## config.mk

```make
export PLATFORM = sky130hd
export DESIGN_NAME = logic_gates
export DESIGN_NICKNAME = d
export VERILOG_FILES = /design/src/rtl/logic_gates.sv
export SDC_FILE = /design/constraint.sdc
export NUM_CORES = 1
export LEC_CHECK = 0
export BUFFER_PORTS_ARGS = -buffer_cell sky130_fd_sc_hd__clkbuf_2
export CORE_AREA = 2 2 39 41
export CTS_CLUSTER_DIAMETER = 60
export CTS_CLUSTER_SIZE = 8
export DETAILED_ROUTE_END_ITERATION = 10
export DIE_AREA = 0 0 41 43
export HOLD_SLACK_MARGIN = 0.12
export SYNTH_ARGS = -nofsm -noshare
export SYNTH_HDL_FRONTEND = slang
export SYNTH_SLANG_ARGS = --single-unit
```

## constraint.sdc

```tcl
create_clock -name clk -period 0.8 [get_ports clk]
set_input_delay 0.2 -clock clk [delete_from_list [all_inputs] [get_ports clk]]
set_output_delay 0.2 -clock clk [all_outputs]
set_load 0.01 [all_outputs]
```

## src/rtl/logic_gates.sv

```systemverilog
// logic_gates: registered bitwise gate unit.
// Captures two WIDTH-bit operands when in_valid is high and presents AND, OR,
// NOT, NAND, NOR, XOR and XNOR of them one clock later, with out_valid marking
// the cycle a fresh result appears.
// Optional build macro: LOGIC_GATES_REDUCE_EN adds registered reductions of
// operand A (and_red, or_red, xor_red) under the same capture rule.
module logic_gates #(
    parameter int WIDTH = 1
) (
    input  logic             clk,
    input  logic             rst_n,
    input  logic             in_valid,
    input  logic [WIDTH-1:0] a,
    input  logic [WIDTH-1:0] b,
    output logic             out_valid,
    output logic [WIDTH-1:0] and_gate,
    output logic [WIDTH-1:0] or_gate,
    output logic [WIDTH-1:0] not_gate,
    output logic [WIDTH-1:0] nand_gate,
    output logic [WIDTH-1:0] nor_gate,
    output logic [WIDTH-1:0] xor_gate,
    output logic [WIDTH-1:0] xnor_gate
`ifdef LOGIC_GATES_REDUCE_EN
    ,
    output logic             and_red,
    output logic             or_red,
    output logic             xor_red
`endif
);

    // Combinational gate results, consumed only by the capture registers so
    // no input-to-output path exists.
    logic [WIDTH-1:0] w_and;
    logic [WIDTH-1:0] w_or;
    logic [WIDTH-1:0] w_xor;

    logic             r_valid;
    logic [WIDTH-1:0] r_and;
    logic [WIDTH-1:0] r_or;
    logic [WIDTH-1:0] r_not;
    logic [WIDTH-1:0] r_nand;
    logic [WIDTH-1:0] r_nor;
    logic [WIDTH-1:0] r_xor;
    logic [WIDTH-1:0] r_xnor;

    assign w_and = a & b;
    assign w_or  = a | b;
    assign w_xor = a ^ b;

    // Validity flag: one pulse per captured pair, cleared by reset.
    always_ff @(posedge clk or negedge rst_n) begin
        if (!rst_n) begin
            r_valid <= 1'b0;
        end else begin
            r_valid <= in_valid;
        end
    end

    // Result registers: load all seven gates together on capture, hold
    // otherwise. Reset forces every output to 0, including the inverted ones,
    // so the inverse invariants only apply after the first capture.
    always_ff @(posedge clk or negedge rst_n) begin
        if (!rst_n) begin
            r_and  <= '0;
            r_or   <= '0;
            r_not  <= '0;
            r_nand <= '0;
            r_nor  <= '0;
            r_xor  <= '0;
            r_xnor <= '0;
        end else if (in_valid) begin
            r_and  <= w_and;
            r_or   <= w_or;
            r_not  <= ~a;
            r_nand <= ~w_and;
            r_nor  <= ~w_or;
            r_xor  <= w_xor;
            r_xnor <= ~w_xor;
        end
    end

    assign out_valid = r_valid;
    assign and_gate  = r_and;
    assign or_gate   = r_or;
    assign not_gate  = r_not;
    assign nand_gate = r_nand;
    assign nor_gate  = r_nor;
    assign xor_gate  = r_xor;
    assign xnor_gate = r_xnor;

`ifdef LOGIC_GATES_REDUCE_EN
    logic r_and_red;
    logic r_or_red;
    logic r_xor_red;

    // Reductions of operand A, captured and held exactly like the gate results.
    always_ff @(posedge clk or negedge rst_n) begin
        if (!rst_n) begin
            r_and_red <= 1'b0;
            r_or_red  <= 1'b0;
            r_xor_red <= 1'b0;
        end else if (in_valid) begin
            r_and_red <= &a;
            r_or_red  <= |a;
            r_xor_red <= ^a;
        end
    end

    assign and_red = r_and_red;
    assign or_red  = r_or_red;
    assign xor_red = r_xor_red;
`endif

endmodule

```

# After elaboration in Yosys (flattened, before gate mapping)
# Index checks and enable logic that the tools add are counted.
# op_classes
n_bitwise	7
# ops
op	count
NOT 1 bit	4
bitwise AND 1 bit	1
bitwise OR 1 bit	1
XOR 1 bit	1
# totals
wordCells	15
output_inout_bits	8
reg_bits	8

# Longest topological paths before layout
# logic_depth
word_depth	2
depth_mapped	3

# Worst setup path before layout
# No wires, ideal clock.
# synth_path
path_type	input to register
from	input a
to	register r_xor (netlist: xor_gate)
arrival_ns	0.782
n_path_buf	0
setup_ns	0.125
setup_slack_ns	-0.107
cell_stages	3
path_cell_list	inv_1 > ha_1 > mux2_4
# synth_between
elab_chain_cells	1
# synth_lines
element	line	text
start, declared	13	input logic [WIDTH-1:0] a,
XOR 1 bit	48	assign w_xor = a ^ b;
via w_xor	35	logic [WIDTH-1:0] w_xor;
end signal, assigned	77	r_xor <= w_xor;
end, declared	43	logic [WIDTH-1:0] r_xor;
# The timed path passes the listed nets, and every way through them passes these cells.
# A chain may end at the register's enable or synchronous reset.

# Worst setup path in the final report
# layout_path
from	register r_and (netlist: and_gate)
to	output and_gate
# layout_rtl
element	line	text
start, declared	38	logic [WIDTH-1:0] r_and;
start signal, assigned	72	r_and <= w_and;
end, declared	16	output logic [WIDTH-1:0] and_gate,
# No word-level cell between the ends.

==> flow_summary.ini <==
[outcome]
outcome = finished with violations
violations = setup timing

[worst_setup_path]
startpoint_type = register
cp_slowest_cell = dfrtp_1
cp_max_fo = 2
crit_end = and_gate
r2r_slack_ns = -0.08
crit_buf_inv = 1
crit_start = and_gate
slowest_delay_ns = 0.38
r2r-end = not_gate
worst-r2r-cell-count = 2
path_depth = 1
cp.required_ns = 0.60
end_kind = output port
cp_top_family = flip-flops
critical_path_arrival_ns = 0.76
path_cells = clkbuf_2
reg2reg_from = not_gate
critPathKind = reg2out

[final_layout]
mostFrequentLayoutCell = clkbuf_2
drive_gt1_share_pct = 65.3
stdcell_count = 65
syn_to_final_growth_pct = 53.4
post-route-util_pct = 41.0
most-common-layout-cells = clkbuf_2, buf_4, dfrtp_1
n_antenna_cell = 0
nNetsFinal = 60

[sta]
fin_crit_sh_pct = 120
period_needed_ns = 0.964
worst_pin_slew_ns = 0.243
setup_ws_ns = -0.164
rsz0062_at_grt = true
fmax_mhz = 1040
setup_violations = 12
finalHoldViolCount = 0
fin_hold_ws_ns = 0.225
maxSlewViolCount = 0
fin_skew_ns = 0
max_slew_margin_pct = 83.8

[place]
io_buffers = 12
dp_cells = 55
dp_hpwl_um = 456
gp_congestion = 0.608

[die]
rows = 14
core_area_um2 = 1380
die_w_um = 41
die_area_um2 = 1760
die_h_um = 43
initial_core_util_pct = 26.8
io-pin-count = 13

[power_and_ir_drop]
vdd_drop_max_mv = 0.727
power.density_nw_per_um2 = 1800
leakage_nw = 0.318
p_total_mw = 1.02

[clocking]
cts_root_buf = clkbuf_4
numCtsBuffers = 3
cts_buffer_depth = 2
cts_max_level = 1
clkSlewWorstSetupHoldPaths_ns = 0.05
cts_tree = yes
insertion_delay_ns = 0.25
cts.sinks = 8

[logic_synthesis]
synth_cells = 25
yosysWarnings = 0
syn-num-nets = 34
synth-seq-cells = 8
netlist_area_um2 = 370
synth_seq_area_share_pct = 54.1
avgSynthCellArea_um2 = 14.8
synth_cell_types = 6

[routing]
drcViolationCount = 0
drt_iter0_drc = 2
vias_per_cell = 3.92
routed_wl_um = 641
post_drt_wl_per_cell_um = 9.86
first_pass_iters = 2
postRouteAntennaNets = 0
num_vias = 255

[global_route]
gr-total-overflow = 0
track_usage_pct = 10.6
grt_pass1_wl_um = 1110
antenna_found_initial = 0
grt_start_max_net_pins = 9
grt_pass1_vias = 261

[min_path]
hold_class = in2reg

[run]
cap_violations = 0
registers in the layout, summed over array words and instances (netlist names):
register,cells
nor_gate,1
nand_gate,1
xnor_gate,1
or_gate,1
not_gate,1
and_gate,1
xor_gate,1
out_valid,1
synthesized netlist by cell type:
library cell	n	area, um2
dfrtp_1	8	200
inv_1	5	18.8
ha_1	4	50.1
mux2_4	4	60.1
mux2i_1	3	30.0
buf_6	1	11.3
report_power, final:
group / switching, mW / internal [mW]
sequential: 0.0197 / 0.446
clock: 0.142 / 0.172
combinational: 0.0984 / 0.143
stage by stage:
step | worst slack (ns) | setup TNS, ns | cell area [um2]
floorplan | 0.00146 | 0 | 393
global placement | -0.202 | -0.629 | 484
detailed placement | -0.212 | -0.692 | 484
CTS | -0.177 | -1.44 | 547
global route | -0.210 | -1.96 | 568
finish | -0.164 | -1.47 | 568
layout make-up:
cell class                 instances  area [um2]
fill                             143         816
sequential                         8         200
multi-input combinational         11         153
timing repair buffer              22         144
inverter                           5        28.8
clock buffer                       3        22.5
tap                               16        20.0
cell families after synthesis:
logic type                 count (synthesis)  share of synthesized area (%)
adders and majority gates                  4                           13.5
buffers and inverters                      6                           8.11
DFF                                        8                           54.1
muxes                                      7                           24.3
worst min-delay path by stage:
stage                         from         to  slack, ns  cells after the start
after detailed placement     rst_n   not_gate       0.06                      1
after floorplan              rst_n   and_gate       -0.1                      0
after global placement       rst_n   not_gate       0.06                      1
after CTS                 in_valid  out_valid       0.22                      1
final                     in_valid  out_valid       0.22                      1
after global routing      in_valid  out_valid       0.22                      1
per-layer routing:
layer | vias to the layer above | part of all wire (%) | track usage, %
met4 | 0 | 3.4 | 10.0
met5 | - | 0 | 0
li1 | 128 | - | -
met2 | 10 | 48 | 14.1
met3 | 3 | 6.7 | 6.28
met1 | 114 | 42 | 10.8
what timing repair did:
action	in CTS	in global routing
setup endpoints to repair	8	10
hold buffers	1	0
resized for setup	0	3
endpoints found under the hold margin	8	0
buffers inserted	4	2
pin swaps	0	0
Power figures use the tool's default switching activity.
